**config.mk**
```make
export PLATFORM = sky130hd
export DESIGN_NAME = seq_alu_unit
export DESIGN_NICKNAME = d
export VERILOG_FILES = /design/src/rtl/seq_alu_pkg.sv /design/src/rtl/seq_alu_iter_core.sv /design/src/rtl/seq_alu_unit.sv
export SDC_FILE = /design/constraint.sdc
export NUM_CORES = 1
export LEC_CHECK = 0
export CELL_PAD_IN_SITES_DETAIL_PLACEMENT = 0
export CELL_PAD_IN_SITES_GLOBAL_PLACEMENT = 1
export CORE_ASPECT_RATIO = 0.6
export CORE_MARGIN = 2
export CORE_UTILIZATION = 33
export DETAILED_ROUTE_END_ITERATION = 8
export PLACE_DENSITY = 0.72
export SLEW_MARGIN = 10
export SYNTH_ARGS = -nofsm -noshare
export SYNTH_HDL_FRONTEND = slang
export SYNTH_SLANG_ARGS = --single-unit
```
**constraint.sdc**
```tcl
create_clock -name seq_alu_unit_clk_xi -period 6.35 [get_ports seq_alu_unit_clk_xi]
set_input_delay 1.905 -clock seq_alu_unit_clk_xi [delete_from_list [all_inputs] [get_ports seq_alu_unit_clk_xi]]
set_output_delay 1.905 -clock seq_alu_unit_clk_xi [all_outputs]
set_load 0.02 [all_outputs]
```
**src/rtl/seq_alu_pkg.sv**
```systemverilog
// ---------------------------------------------------------------------------
// seq_alu_pkg
// Shared definitions for the sequential ALU: operation codes, FSM state
// encoding, display-select codes and flag bit positions.
// Optional build macro used by the including modules: SEQ_ALU_UNIT_DIV_EN.
// ---------------------------------------------------------------------------
package seq_alu_pkg;

  localparam logic [2:0] OP_ADD = 3'd0;
  localparam logic [2:0] OP_SUB = 3'd1;
  localparam logic [2:0] OP_AND = 3'd2;
  localparam logic [2:0] OP_OR  = 3'd3;
  localparam logic [2:0] OP_XOR = 3'd4;
  localparam logic [2:0] OP_SHL = 3'd5;
  localparam logic [2:0] OP_SHR = 3'd6;
  localparam logic [2:0] OP_MUL = 3'd7;

  typedef enum logic [1:0] {
    ST_IDLE = 2'd0,
    ST_EXEC = 2'd1,
    ST_DONE = 2'd2
  } state_e;

  localparam logic [2:0] DISP_A      = 3'd0;
  localparam logic [2:0] DISP_B      = 3'd1;
  localparam logic [2:0] DISP_RES_LO = 3'd2;
  localparam logic [2:0] DISP_RES_HI = 3'd3;
  localparam logic [2:0] DISP_STATUS = 3'd4;

  localparam int FLAG_ZERO  = 0;
  localparam int FLAG_CARRY = 1;
  localparam int FLAG_OVF   = 2;
  localparam int FLAG_ERR   = 3;

endpackage

```
**src/rtl/seq_alu_iter_core.sv**
```systemverilog
// ---------------------------------------------------------------------------
// seq_alu_iter_core
// Working-register datapath of the sequential ALU. Latches op and operands
// on i_start, then steps once per cycle under a down-counter; o_valid is high
// during the final step, with o_result/o_carry/o_ovf/o_err showing that
// step's outcome so the caller can register it on the same edge.
// Ports:
//   i_clk, i_rst           clock, async active-high reset
//   i_start                latch operation (must only pulse while idle)
//   i_op, i_a, i_b         operation code and operands
//   i_div                  op 7 runs as division (SEQ_ALU_UNIT_DIV_EN only)
//   o_valid                last step of the running operation
//   o_result, o_carry, o_ovf, o_err   outcome of the last step
// Build macro: SEQ_ALU_UNIT_DIV_EN adds the restoring divider.
// ---------------------------------------------------------------------------
module seq_alu_iter_core
  import seq_alu_pkg::*;
#(
  parameter int WIDTH = 8
) (
  input  logic               i_clk,
  input  logic               i_rst,
  input  logic               i_start,
  input  logic [2:0]         i_op,
`ifdef SEQ_ALU_UNIT_DIV_EN
  input  logic               i_div,
`endif
  input  logic [WIDTH-1:0]   i_a,
  input  logic [WIDTH-1:0]   i_b,
  output logic               o_valid,
  output logic [2*WIDTH-1:0] o_result,
  output logic               o_carry,
  output logic               o_ovf,
  output logic               o_err
);

  localparam int AW = $clog2(WIDTH);
  localparam int CW = $clog2(2*WIDTH) + 1;

  logic               r_active;
  logic [2:0]         r_op;
  logic               r_bypass;   // shift by 0 or divide by 0: single no-op step
  logic [CW-1:0]      r_cnt;
  logic [WIDTH-1:0]   r_a;        // shifter / dividend-quotient
  logic [WIDTH-1:0]   r_b;        // multiplier (shifts right) / divisor
  logic [2*WIDTH-1:0] r_acc;
  logic [2*WIDTH-1:0] r_mcand;

  logic [AW-1:0]      w_amt;
  logic [CW-1:0]      w_len;
  logic               w_bypass;
  logic [WIDTH:0]     w_sum;
  logic [WIDTH-1:0]   w_a_nxt;
  logic [WIDTH-1:0]   w_b_nxt;
  logic [2*WIDTH-1:0] w_acc_nxt;
  logic [2*WIDTH-1:0] w_mcand_nxt;

`ifdef SEQ_ALU_UNIT_DIV_EN
  logic               r_div;
  logic [WIDTH-1:0]   r_rem;
  logic [WIDTH:0]     w_rem_sh;
  logic [WIDTH:0]     w_rem_nxt;
  logic               w_q;
  logic               w_is_div_start;
`endif

  // operation length and bypass decision, taken from the start-time inputs
  always_comb begin
    w_amt    = i_b[AW-1:0];
    w_len    = CW'(1);
    w_bypass = 1'b0;
    if (i_op == OP_SHL || i_op == OP_SHR) begin
      w_bypass = (w_amt == '0);
      w_len    = w_bypass ? CW'(1) : CW'(w_amt);
    end else if (i_op == OP_MUL) begin
      w_len = CW'(WIDTH);
`ifdef SEQ_ALU_UNIT_DIV_EN
      w_is_div_start = i_div;
      if (i_div && i_b == '0) begin
        w_bypass = 1'b1;
        w_len    = CW'(1);
      end
`endif
    end
  end

  always_comb begin
    w_sum       = '0;
    w_a_nxt     = r_a;
    w_b_nxt     = r_b;
    w_acc_nxt   = r_acc;
    w_mcand_nxt = r_mcand;
    o_result    = '0;
    o_carry     = 1'b0;
    o_ovf       = 1'b0;
    o_err       = 1'b0;
`ifdef SEQ_ALU_UNIT_DIV_EN
    w_rem_sh  = '0;
    w_rem_nxt = '0;
    w_q       = 1'b0;
`endif
    case (r_op)
      OP_ADD: begin
        w_sum    = {1'b0, r_a} + {1'b0, r_b};
        o_result = {{WIDTH{1'b0}}, w_sum[WIDTH-1:0]};
        o_carry  = w_sum[WIDTH];
        o_ovf    = (r_a[WIDTH-1] == r_b[WIDTH-1]) && (w_sum[WIDTH-1] != r_a[WIDTH-1]);
      end
      OP_SUB: begin
        // the 9th bit of the widened difference is the unsigned borrow
        w_sum    = {1'b0, r_a} - {1'b0, r_b};
        o_result = {{WIDTH{1'b0}}, w_sum[WIDTH-1:0]};
        o_carry  = w_sum[WIDTH];
        o_ovf    = (r_a[WIDTH-1] != r_b[WIDTH-1]) && (w_sum[WIDTH-1] != r_a[WIDTH-1]);
      end
      OP_AND: o_result = {{WIDTH{1'b0}}, r_a & r_b};
      OP_OR:  o_result = {{WIDTH{1'b0}}, r_a | r_b};
      OP_XOR: o_result = {{WIDTH{1'b0}}, r_a ^ r_b};
      OP_SHL: begin
        if (!r_bypass) begin
          w_a_nxt = r_a << 1;
          o_carry = r_a[WIDTH-1];
        end
        o_result = {{WIDTH{1'b0}}, w_a_nxt};
      end
      OP_SHR: begin
        if (!r_bypass) begin
          w_a_nxt = r_a >> 1;
          o_carry = r_a[0];
        end
        o_result = {{WIDTH{1'b0}}, w_a_nxt};
      end
      default: begin
`ifdef SEQ_ALU_UNIT_DIV_EN
        if (r_div) begin
          if (r_bypass) begin
            o_result = {r_a, {WIDTH{1'b1}}};
            o_err    = 1'b1;
          end else begin
            w_rem_sh = {r_rem, r_a[WIDTH-1]};
            w_q      = (w_rem_sh >= {1'b0, r_b});
            w_rem_nxt = w_q ? (w_rem_sh - {1'b0, r_b}) : w_rem_sh;
            w_a_nxt  = {r_a[WIDTH-2:0], w_q};
            o_result = {w_rem_nxt[WIDTH-1:0], w_a_nxt};
          end
        end else begin
`endif
          w_acc_nxt   = r_acc + (r_b[0] ? r_mcand : '0);
          w_mcand_nxt = r_mcand << 1;
          w_b_nxt     = r_b >> 1;
          o_result    = w_acc_nxt;
          o_ovf       = |w_acc_nxt[2*WIDTH-1:WIDTH];
`ifdef SEQ_ALU_UNIT_DIV_EN
        end
`endif
      end
    endcase
  end

  assign o_valid = r_active && (r_cnt == CW'(1));

  always_ff @(posedge i_clk or posedge i_rst) begin
    if (i_rst) begin
      r_active <= 1'b0;
      r_op     <= OP_ADD;
      r_bypass <= 1'b0;
      r_cnt    <= '0;
      r_a      <= '0;
      r_b      <= '0;
      r_acc    <= '0;
      r_mcand  <= '0;
`ifdef SEQ_ALU_UNIT_DIV_EN
      r_div    <= 1'b0;
      r_rem    <= '0;
`endif
    end else if (i_start) begin
      r_active <= 1'b1;
      r_op     <= i_op;
      r_bypass <= w_bypass;
      r_cnt    <= w_len;
      r_a      <= i_a;
      r_b      <= i_b;
      r_acc    <= '0;
      r_mcand  <= {{WIDTH{1'b0}}, i_a};
`ifdef SEQ_ALU_UNIT_DIV_EN
      r_div    <= w_is_div_start;
      r_rem    <= '0;
`endif
    end else if (r_active) begin
      r_a     <= w_a_nxt;
      r_b     <= w_b_nxt;
      r_acc   <= w_acc_nxt;
      r_mcand <= w_mcand_nxt;
      r_cnt   <= r_cnt - CW'(1);
`ifdef SEQ_ALU_UNIT_DIV_EN
      r_rem   <= w_rem_nxt[WIDTH-1:0];
`endif
      if (o_valid) r_active <= 1'b0;
    end
  end

endmodule

```
**src/rtl/seq_alu_unit.sv**
```systemverilog
// ---------------------------------------------------------------------------
// seq_alu_unit
// Clocked ALU between the switch debouncers and the LED bank. Holds operands
// A/B, runs one operation per start strobe under a busy/done handshake and
// drives a registered LED display mux.
// Ports:
//   seq_alu_unit_clk_xi / _rst_xi   clock, async active-high reset
//   seq_alu_unit_data_xi            switch data (WIDTH)
//   seq_alu_unit_load_a_xi / _b_xi  load A / B from data (ignored while busy)
//   seq_alu_unit_op_xi              op code, sampled with start
//   seq_alu_unit_start_xi           start strobe
//   seq_alu_unit_disp_sel_xi        LED source select
//   seq_alu_unit_busy_xo / _done_xo handshake
//   seq_alu_unit_result_xo          result (2*WIDTH)
//   seq_alu_unit_flags_xo           {err, ovf, carry, zero}
//   seq_alu_unit_led_xo             LED pattern (LED_W)
// Build macro: SEQ_ALU_UNIT_DIV_EN -- op 7 divides; MUL is op 7 with
// disp_sel_xi[2]=1 at start.
//
// state   | meaning
// IDLE    | waiting for start
// EXEC    | iterative core running, busy=1
// DONE    | result/flags just updated, done=1; start here chains the next op
// ---------------------------------------------------------------------------
module seq_alu_unit
  import seq_alu_pkg::*;
#(
  parameter int WIDTH = 8,
  parameter int LED_W = 8
) (
  input  logic               seq_alu_unit_clk_xi,
  input  logic               seq_alu_unit_rst_xi,
  input  logic [WIDTH-1:0]   seq_alu_unit_data_xi,
  input  logic               seq_alu_unit_load_a_xi,
  input  logic               seq_alu_unit_load_b_xi,
  input  logic [2:0]         seq_alu_unit_op_xi,
  input  logic               seq_alu_unit_start_xi,
  input  logic [2:0]         seq_alu_unit_disp_sel_xi,
  output logic               seq_alu_unit_busy_xo,
  output logic               seq_alu_unit_done_xo,
  output logic [2*WIDTH-1:0] seq_alu_unit_result_xo,
  output logic [3:0]         seq_alu_unit_flags_xo,
  output logic [LED_W-1:0]   seq_alu_unit_led_xo
);

  localparam int SW0 = (LED_W > WIDTH) ? LED_W : WIDTH;
  localparam int SW  = (SW0 > 6) ? SW0 : 6;

  state_e             r_state;
  state_e             w_state_nxt;
  logic [WIDTH-1:0]   r_a;
  logic [WIDTH-1:0]   r_b;
  logic [2*WIDTH-1:0] r_result;
  logic [3:0]         r_flags;
  logic [LED_W-1:0]   r_led;
  logic               w_busy;
  logic               w_done;
  logic               w_accept;
  logic               w_core_valid;
  logic [2*WIDTH-1:0] w_core_res;
  logic               w_core_carry;
  logic               w_core_ovf;
  logic               w_core_err;
  logic [SW-1:0]      w_src;

  always_ff @(posedge seq_alu_unit_clk_xi or posedge seq_alu_unit_rst_xi) begin
    if (seq_alu_unit_rst_xi) r_state <= ST_IDLE;
    else                     r_state <= w_state_nxt;
  end

  always_comb begin
    w_state_nxt = r_state;
    w_busy      = 1'b0;
    w_done      = 1'b0;
    w_accept    = 1'b0;
    case (r_state)
      ST_IDLE: begin
        if (seq_alu_unit_start_xi) begin
          w_accept    = 1'b1;
          w_state_nxt = ST_EXEC;
        end
      end
      ST_EXEC: begin
        w_busy = 1'b1;
        if (w_core_valid) w_state_nxt = ST_DONE;
      end
      ST_DONE: begin
        w_done = 1'b1;
        if (seq_alu_unit_start_xi) begin
          w_accept    = 1'b1;
          w_state_nxt = ST_EXEC;
        end else begin
          w_state_nxt = ST_IDLE;
        end
      end
      default: w_state_nxt = ST_IDLE;
    endcase
  end

  // the core snapshots r_a/r_b on the accepting edge, so a same-cycle load
  // updates the registers without affecting the operation being started
  seq_alu_iter_core #(.WIDTH(WIDTH)) u_core (
    .i_clk    (seq_alu_unit_clk_xi),
    .i_rst    (seq_alu_unit_rst_xi),
    .i_start  (w_accept),
    .i_op     (seq_alu_unit_op_xi),
`ifdef SEQ_ALU_UNIT_DIV_EN
    .i_div    (!seq_alu_unit_disp_sel_xi[2]),
`endif
    .i_a      (r_a),
    .i_b      (r_b),
    .o_valid  (w_core_valid),
    .o_result (w_core_res),
    .o_carry  (w_core_carry),
    .o_ovf    (w_core_ovf),
    .o_err    (w_core_err)
  );

  always_ff @(posedge seq_alu_unit_clk_xi or posedge seq_alu_unit_rst_xi) begin
    if (seq_alu_unit_rst_xi) begin
      r_a      <= '0;
      r_b      <= '0;
      r_result <= '0;
      r_flags  <= '0;
    end else begin
      if (!w_busy) begin
        if (seq_alu_unit_load_a_xi) r_a <= seq_alu_unit_data_xi;
        if (seq_alu_unit_load_b_xi) r_b <= seq_alu_unit_data_xi;
      end
      if (w_core_valid) begin
        r_result            <= w_core_res;
        r_flags[FLAG_ZERO]  <= (w_core_res == '0);
        r_flags[FLAG_CARRY] <= w_core_carry;
        r_flags[FLAG_OVF]   <= w_core_ovf;
        r_flags[FLAG_ERR]   <= w_core_err;
      end
    end
  end

  always_comb begin
    w_src = '0;
    case (seq_alu_unit_disp_sel_xi)
      DISP_A:      w_src = SW'(r_a);
      DISP_B:      w_src = SW'(r_b);
      DISP_RES_LO: w_src = SW'(r_result[WIDTH-1:0]);
      DISP_RES_HI: w_src = SW'(r_result[2*WIDTH-1:WIDTH]);
      DISP_STATUS: w_src = SW'({r_flags, w_busy, w_done});
      default:     w_src = '0;
    endcase
  end

  always_ff @(posedge seq_alu_unit_clk_xi or posedge seq_alu_unit_rst_xi) begin
    if (seq_alu_unit_rst_xi) r_led <= '0;
    else                     r_led <= w_src[LED_W-1:0];
  end

  assign seq_alu_unit_busy_xo   = w_busy;
  assign seq_alu_unit_done_xo   = w_done;
  assign seq_alu_unit_result_xo = r_result;
  assign seq_alu_unit_flags_xo  = r_flags;
  assign seq_alu_unit_led_xo    = r_led;

endmodule

```
==> results of run 1 <==
[flip-flops by register name, summed over array words and instances, names as in the netlist]
name,flops
r_a,8
r_b,8
r_state,2
seq_alu_unit_flags_xo,3
seq_alu_unit_led_xo,8
seq_alu_unit_result_xo,16
u_core.r_a,8
u_core.r_acc,16
u_core.r_active,1
u_core.r_b,8
u_core.r_bypass,1
u_core.r_cnt,5
u_core.r_mcand,16
u_core.r_op,3
[cell usage after synthesis, types with 3 or more instances]
cell type	instances	area share, %
buf_1	3	0.16
fa_1	3	0.88
a21o_1	7	0.77
a31oi_1	8	0.73
nand3_1	9	0.66
nand3b_1	4	0.44
nor3_1	9	0.66
mux2_2	26	4.3
or3_1	3	0.27
nor4_1	5	0.46
xor2_1	9	1.2
nor2_1	73	4.0
a21oi_1	72	5.3
mux4_2	3	0.99
and3_1	4	0.37
nand2_1	110	6.0
buf_4	3	0.33
xnor2_1	12	1.5
o21ai_0	51	3.7
and2_1	16	1.5
inv_1	39	2.1
dfrtp_1	103	38
a22oi_1	12	1.3
mux2i_1	11	1.6
a311oi_1	5	0.64
nor2b_1	15	1.4
o21bai_1	3	0.33
or2_2	4	0.37
ha_1	42	7.7
o32ai_1	3	0.38
buf_2	6	0.44
a22o_1	9	1.2
a211oi_1	3	0.33
a41oi_1	3	0.38
clkbuf_1	28	1.5
o22ai_1	9	0.82
o211ai_1	5	0.55
nand2b_1	14	1.3
o31ai_1	3	0.33
[metrics by stage]
step / setup WS (ns) / cells / cell area (um^2)
global placement: 2.329 / 1074 / 7528
finish: 2.523 / 1090 / 7810
CTS: 2.541 / 1090 / 7810
floorplan: 1.741 / 788 / 6828
detailed placement: 2.323 / 1074 / 7528
global route: 2.450 / 1090 / 7810
[final cells by class]
type                       count  area, um^2  area share [%]
tap                          273       341.6           4.374
multi-input combinational    605        3941           50.46
clock buffer                  10       229.0           2.932
sequential                   103        2577           33.00
inverter                      40       152.6           1.954
timing repair buffer          53       515.5           6.600
clock inverter                 6       52.55          0.6729
[cells by family after synthesis]
logic type	Yosys count	share of synthesized area, %
xor gates and xnor gates	21	2.694
other	1	0.05492
adders and majority gates	45	8.576
and+or+nand+nor	273	18.38
DFF	103	37.75
buffers and inverters	80	4.673
muxes	40	6.890
AOI/OAI and AO/OA	225	20.98
[critical path, cell delays in order (launching register included)]
cell and delay (ns):
dfrtp_1 0.57, nand2b_1 0.19, inv_1 0.17, clkdlybuf4s50_1 0.63
[power by group through the flow]
stage	registers, mW	clock network [mW]	logic [mW]
floorplan	1.08	0	1.31
global placement	1.22	0	1.80
detailed placement	1.22	0	1.82
CTS	1.21	0.554	1.82
global route	1.25	0.582	2.05
finish	1.22	0.545	1.84
[path summary, 6_finish.rpt]
path | endpoint | cells past startpoint | slack (ns)
max | seq_alu_unit_busy_xo | 3 | 2.52
min | u_core.r_b[4] | 2 | 0.52
max reg2reg | seq_alu_unit_flags_xo[0] | 13 | 2.65
min reg2reg | u_core.r_b[4] | 2 | 0.52
max in group asynchronous | u_core.r_a[3] | 3 | 3.32
min in group asynchronous | u_core.r_acc[8] | 2 | 2.08
[layer usage]
| layer | global-route usage (%) | vias to the layer above | wire [um] |
|---|---|---|---|
| li1 | - | 2815 | - |
| met1 | 35.17 | 2891 | 11960 |
| met5 | 0 | - | 0 |
| met3 | 3.967 | 10 | 1581 |
| met2 | 22.95 | 213 | 7097 |
| met4 | 3.049 | 0 | 132 |
==> impl_metrics.yaml, run 1 <==
logic_synthesis:
  postSynthCellCount: 788
  synth-seq-area-share_pct: 37.75
  ys.flop_type: "dfrtp_1"
  async_flop_share_pct: 100.0
  yosys_warnings: 0
  synth-edff-count: 0
  netlist_area_um2: 6828
  synth-seq-cells: 103
  syn_nets: 852
  ys_types: 69
  syn-mean-instance-area_um2: 8.665
pwr:
  swShare_pct: 47.01
  ir_drop_v: 0.0001981
  p_leak_nw: 3.359
  pwr-share-clk_pct: 15.1
  p_per_area_nw_per_um2: 461.8
  internal-power_mw: 1.911
  p_sw_mw: 1.696
  p_comb_share_pct: 51.1
  finalPower_mw: 3.607
  power.share.sequential_pct: 33.8
clocking:
  postCtsSetupBuffers: 0
  cts_buffers: 9
  clock_latency_ns: 0.37
  root_buffer: "clkbuf_16"
  cts_resized: 0
  cts-htree-levels: 3
  cts_hold_buf: 0
  clk_pin_slew_worst_paths_ns: 0.07
  clk_path_buf_depth: 2
  cts_tree: "yes"
  clkSinkCount: 103
worst_setup_path:
  arrival_ns: 1.92
  crit_required_ns: 4.45
  cp_max_fo: 4
  end_kind: "primary output"
  startpoint: "r_state[0]"
  reg2reg_from: "u_core.r_b[0]"
  critPathKind: "reg2out"
  worst_setup_path_start_kind: "flip-flop"
sta:
  worstMarginPinSlew_ns: 1.053
  clock_skew_ns: 0.01055
  final_max_slew_viol_count: 0
  setup_viol: 0
  fmaxAchievable_ghz: 0.2613
  holdWs_ns: 0.5223
  setup_tns_ns: 0
  fin_crit_ns: 3.827
  max_slew_margin_pct: 29.63
  period_share_pct: 60.26
  rsz0062_at_grt: "no"
  hold_viol_final: 0
die:
  die_w_um: 189.7
  die-area_um2: 21900
  start_util_pct: 33.85
  die_h_um: 115.4
  rows: 40
  io_pins: 49
  core_um2: 20170
detailed_routing:
  antenna_left: 0
  drcViolationCount: 0
  vias: 5929
  vias_per_cell: 5.439
  avgRoutedWirePerCell_um: 19.06
  finalWirelength_um: 20770
  dr.pass1.iters: 5
  drtIter0Drc: 592
cells_and_area:
  areaGrowthSynthToFinish_pct: 14.39
  final_nets: 876
  finalCoreUtilization_pct: 38.72
  layout_commonest_cell: "nand2_1"
  num-fill-cells: 2065
  diodes: 0
  layout_common_cells: "nand2_1, dfrtp_1, nor2_1, a21oi_1, o21ai_0"
  final_layout_size_suffix_gt1_share_pct: 8.323
global_route:
  grt_pass1_vias: 5341
  grtUsageTotal_pct: 19.78
  grt_max_degree: 75
  grt_first_pass_wirelength_um: 32920
  grt_overflow_total: 0
  antenna_found_initial: 1
min_path:
  hold_path.class: "reg2reg"
  hp-start: "r_b[4]"
flow_run:
  cap_viol_max_count: 0
placement:
  io_buffers: 47
  dp_hpwl_um: 15550
  gp_congestion: 0.9112
run_status:
  outcome: "finished clean"
Note: power is estimated with default switching activity, not from simulation.
==> run 2: changes to the inputs <==
- clock period: 6.35 -> 3.56 ns (I/O delays scaled with it)
==> run 2 against run 1 <==
Sequential share of layout area is 0.86 points lower. First-iteration DRC count fell by 9.3%. Core utilization is 1.0 points higher. Global-route usage about the same. Register-to-register slack worse by 2.4 ns. Sequential power rose by 70%. Total power increased by 83%. Die area did not move. Clock skew up 0.0032 ns. Largest power group unchanged.
==> impl_metrics.yaml, run 2 (synthesis gave the netlist of run 1 again) <==
run_status:
  outcome: "finished clean"
cells_and_area:
  final_layout_size_suffix_gt1_share_pct: 10.51
  layout_commonest_cell: "nand2_1"
  seqCellArea_um2: 2577
  final_nets: 896
  diodes: 0
  finalCoreUtilization_pct: 39.76
  areaGrowthSynthToFinish_pct: 17.45
  multi_input_area_um2: 3944
  num-fill-cells: 2023
  layout_common_cells: "nand2_1, dfrtp_1, nor2_1, a21oi_1, o21ai_0"
worst_setup_path:
  arrival_ns: 3.59
  worst_setup_path_start_kind: "flip-flop"
  crit_required_ns: 3.82
  end_kind: "flip-flop"
  critPathKind: "reg2reg"
  cp_max_fo: 15
detailed_routing:
  vias_per_cell: 5.338
  met2_wirelength_um: 7180
  drcViolationCount: 0
  route.met3.wl_um: 1682
  drtIter0Drc: 537
  antenna_left: 0
  m1WireLength_um: 11940
  vias: 5925
  finalWirelength_um: 20930
  top_layer: "met4"
  dr.pass1.iters: 5
  avgRoutedWirePerCell_um: 18.85
placement:
  dp_hpwl_um: 16150
  io_buffers: 47
  gp_congestion: 0.8705
  pre_cts_slack_ns: 0.2933
die:
  start_util_pct: 33.85
  die_h_um: 115.4
  die_w_um: 189.7
  rows: 40
  die-area_um2: 21900
  core_um2: 20170
  io_pins: 49
sta:
  worstMarginPinSlew_ns: 1.025
  clock_skew_ns: 0.01373
  period_share_pct: 93.64
  final_max_slew_viol_count: 0
  setup_viol: 0
  setup_tns_ns: 0
  fmaxAchievable_ghz: 0.3000
  setup_ws_ns: 0.2264
  max_slew_margin_pct: 31.40
  rsz0062_at_grt: "no"
  fin_crit_ns: 3.334
  hold_viol_final: 0
global_route:
  grtUsageTotal_pct: 19.81
  grt_max_degree: 63
  grt_first_pass_wirelength_um: 32810
  grt_overflow_total: 0
  antenna_found_initial: 0
  grt_pass1_vias: 5437
clocking:
  clk_pin_slew_worst_paths_ns: 0.08
  cts-htree-levels: 3
  clkSinkCount: 103
  clock_latency_ns: 0.36
  clk_path_buf_depth: 2
  cts_tree: "yes"
  cts_buffers: 9
  root_buffer: "clkbuf_16"
pwr:
  p_per_area_nw_per_um2: 821.6
  ir_drop_v: 0.0003369
  p_leak_nw: 3.476
min_path:
  hold_path.class: "reg2reg"
flow_run:
  cap_viol_max_count: 0
[run 2: changes by cell type in the layout (fill, tap and decap cells not counted), sizes merged]
cell    previous run  this run
clkbuf            10        11
inv               43        41
bufinv             0         1
buf                6        26
[run 2: through the flow]
step           cell area (um^2)  power [mW]  hold WS, ns  std cells
2_1_floorplan              6832       4.278       0.4602        788
3_3_place_gp               7717       5.515       0.5076       1094
3_5_place_dp               7717       5.523       0.5200       1094
4_1_cts                    8016       6.562       0.5351       1110
5_1_grt                    8019       7.068       0.5562       1110
6_report                   8019       6.588       0.5294       1110
[run 2: final cells by class]
class                           count  share of cell area [%]
Tap cell                          273                   4.260
Sequential cell                   103                   32.14
Clock inverter                      5                  0.8270
Clock buffer                       11                   2.902
Inverter                           40                   1.919
Multi-Input combinational cell    605                   49.18
Timing Repair Buffer               73                   8.769
[run 2: routing by layer]
layer | vias to the layer above | track usage, %
met1 | 2868 | 33.46
met4 | 0 | 2.584
met2 | 179 | 23.93
li1 | 2867 | -
met5 | - | 0
met3 | 11 | 5.936
[run 2: path summary, 6_finish.rpt]
path | from | end | slack, ns | depth (start not counted)
max in group asynchronous | seq_alu_unit_rst_xi | u_core.r_acc[11] | 1.77 | 3
min in group asynchronous | seq_alu_unit_rst_xi | u_core.r_cnt[1] | 1.18 | 2
hold reg to reg | u_core.r_acc[7] | u_core.r_acc[7] | 0.53 | 2
setup reg to reg | u_core.r_b[0] | seq_alu_unit_flags_xo[0] | 0.23 | 11
hold / removal | u_core.r_acc[7] | u_core.r_acc[7] | 0.53 | 2
setup / recovery | u_core.r_b[0] | seq_alu_unit_flags_xo[0] | 0.23 | 11
[run 2: report_power, final]
part | switching (mW) | leakage [nW] | internal, mW
Sequential | 0.515 | 1.33 | 1.56
Clock | 0.462 | 0.142 | 0.555
Combinational | 2.02 | 2.00 | 1.48
Total | 2.99 | 3.48 | 3.60
[run 2: worst max-delay path: stages (launching register included)]
cell and delay, ns:
dfrtp_1 0.45, buf_4 0.22, and2_1 0.18, ha_1 0.34, nor2b_1 0.16, o31a_1 0.32
o311a_1 0.35, nor3_1 0.32, o21bai_1 0.15, xor2_1 0.36, o41ai_2 0.13, a32o_1 0.25
[run 2: timing repair]
item / in CTS / in global routing
setup endpoints to repair: 0 / 1
buffers inserted: 0 / 0
resized for setup: 0 / 1
hold buffers: 0 / 0
==> run 3: changes to the inputs <==
- CORE_MARGIN: 2 -> default
- CTS_BUF_LIST: default -> sky130_fd_sc_hd__clkbuf_8 sky130_fd_sc_hd__clkbuf_16
==> run 3 against run 2 <==
Register-to-register slack barely moved. Sequential share of layout area down 0.17 points. Combinational power down 1%. Setup slack barely moved. Clock skew shrank 0.0065 ns. Final area increased by 0.55%. Count of clock-buffer cells in the layout shrank 1. Clock power up 5%. Sequential power about the same. Wire length decreased by 2.5%. Critical path type unchanged. Largest cell class unchanged.
==> impl_metrics.yaml, run 3 (synthesis gave the netlist of run 1 again) <==
pwr:
  pwr-share-clk_pct: 16.2
  p_per_area_nw_per_um2: 817.5
  ir_drop_v: 0.0004750
  p_comb_share_pct: 52.4
  swShare_pct: 45.28
  p_leak_nw: 3.500
  power.share.sequential_pct: 31.4
  internal-power_mw: 3.607
  p_sw_mw: 2.985
die:
  die-area_um2: 21290
  die_h_um: 113.4
  die_w_um: 187.7
  io_pins: 49
  core_um2: 20120
  rows: 40
  start_util_pct: 33.94
worst_setup_path:
  arrival_ns: 3.63
  reg2reg_from: "u_core.r_b[0]"
  end_kind: "flip-flop"
  r2r_end: "seq_alu_unit_flags_xo[0]"
  crit_slowest_cell: "or4b_4"
  rr_worst_depth: 11
  cp_max_fo: 15
  crit_required_ns: 3.86
  worst_setup_path_start_kind: "flip-flop"
  critPathKind: "reg2reg"
  ff2ff_setup_slack_ns: 0.23
  cp_slowest_stage_delay_ns: 0.56
  worstPathCellList: "buf_4 > and2_1 > ha_1 > nand3_1 > nor4_1 > nor2_1 > a21oi_1 > xor2_1 > or4b_4 > o41ai_2 > a32o_1"
cells_and_area:
  diodes: 0
  layout.cells.non_filler: 1111
  seqCellArea_um2: 2577
  num-fill-cells: 2000
  areaGrowthSynthToFinish_pct: 18.09
  final_layout_size_suffix_gt1_share_pct: 10.86
  layout_common_cells: "nand2_1, dfrtp_1, nor2_1, a21oi_1, o21ai_0"
  layout_commonest_cell: "nand2_1"
  multi_input_area_um2: 3948
  final_nets: 897
detailed_routing:
  finalWirelength_um: 20410
  drcViolationCount: 0
  avgRoutedWirePerCell_um: 18.37
  vias_per_cell: 5.335
  drtIter0Drc: 564
  dr.pass1.iters: 5
  antenna_left: 0
  vias: 5927
sta:
  final_max_slew_viol_count: 0
  worstMarginPinSlew_ns: 1.033
  rsz0062_at_grt: "no"
  fmaxAchievable_ghz: 0.2999
  clock_skew_ns: 0.007221
  setup_tns_ns: 0
  fin_crit_ns: 3.334
  setup_viol: 0
  hold_viol_final: 0
  max_slew_margin_pct: 30.91
  period_share_pct: 93.65
global_route:
  grtUsageTotal_pct: 20.11
  grt_overflow_total: 0
  grt_first_pass_wirelength_um: 32950
  antenna_found_initial: 1
  grt_pass1_vias: 5501
  grt_max_degree: 63
placement:
  dp.cells: 1095
  gp_congestion: 0.8851
  io_buffers: 47
  dp_hpwl_um: 15580
clocking:
  root_buffer: "clkbuf_16"
  cts_tree: "yes"
  postCtsSetupBuffers: 0
  clk_path_buf_depth: 2
  cts_buffers: 9
  clkSinkCount: 103
  clk_pin_slew_worst_paths_ns: 0.08
  cts-htree-levels: 3
  clock_latency_ns: 0.36
flow_run:
  cap_viol_max_count: 0
min_path:
  hold_path.class: "reg2reg"
  hp-start: "seq_alu_unit_flags_xo[1]"
  hold_path_depth: 1
  holdPathEnd: "seq_alu_unit_flags_xo[1]"
run_status:
  outcome: "finished clean"
run 3: final cells by class:
cell class              count  share of cell area [%]
inverters                  40                   1.909
repair buffers             74                   8.970
flip-flops and latches    103                   31.97
clock inverters             6                  0.9932
well taps                 273                   4.237
clock buffers              10                   2.964
multi-input cells         605                   48.96
run 3: worst max-delay path: cells and delay by family (launching register included):
family / cells / cell delay [ns]
xor gates and xnor gates: 1 / 0.18
buffers and inverters: 1 / 0.21
AOI/OAI and AO/OA: 3 / 0.71
DFF: 1 / 0.44
adders and majority gates: 1 / 0.41
and+or+nand+nor: 5 / 1.33
run 3: power groups by stage:
stage / Combinational (mW) / Sequential, mW / Clock, mW
final: 3.45 / 2.07 / 1.07
after global routing: 3.81 / 2.14 / 1.13
after CTS: 3.42 / 2.06 / 1.08
after detailed placement: 3.40 / 2.08 / 0
after global placement: 3.40 / 2.08 / 0
after floorplan: 2.35 / 1.93 / 0
run 3: worst max path at each step:
stage | from | end | cells past startpoint
after floorplan | u_core.r_b[0] | seq_alu_unit_flags_xo[0] | 12
after global placement | u_core.r_b[0] | seq_alu_unit_flags_xo[0] | 13
after detailed placement | u_core.r_b[0] | seq_alu_unit_flags_xo[0] | 12
after CTS | u_core.r_b[0] | seq_alu_unit_flags_xo[0] | 12
after global routing | u_core.r_b[0] | seq_alu_unit_flags_xo[2] | 11
final | u_core.r_b[0] | seq_alu_unit_flags_xo[0] | 11
run 3: repair_timing:
item                                    in CTS  in global routing
gates resized for setup                      0                  2
hold endpoints to repair                     0                  0
endpoints found under the setup margin       0                  1
hold buffers                                 0                  0
run 3: metal layers:
| layer | track usage, % | wire (um) |
|---|---|---|
| met5 | 0 | 0 |
| met1 | 33.87 | 11550 |
| met2 | 24.84 | 7181 |
| met3 | 5.077 | 1563 |
| met4 | 2.764 | 112 |
run 3: per-stage QoR:
step / hold slack [ns] / power (mW) / util (%) / area [um^2] / setup WS (ns)
after global routing: 0.5489 / 7.087 / 40.07 / 8063 / 0.009600
after global placement: 0.5061 / 5.479 / 38.46 / 7737 / 0.1332
after CTS: 0.5309 / 6.560 / 40.04 / 8056 / 0.04002
final: 0.5295 / 6.591 / 40.07 / 8063 / 0.2260
after floorplan: 0.4602 / 4.278 / - / 6832 / 0.5633
after detailed placement: 0.5107 / 5.484 / 38.46 / 7737 / 0.05355
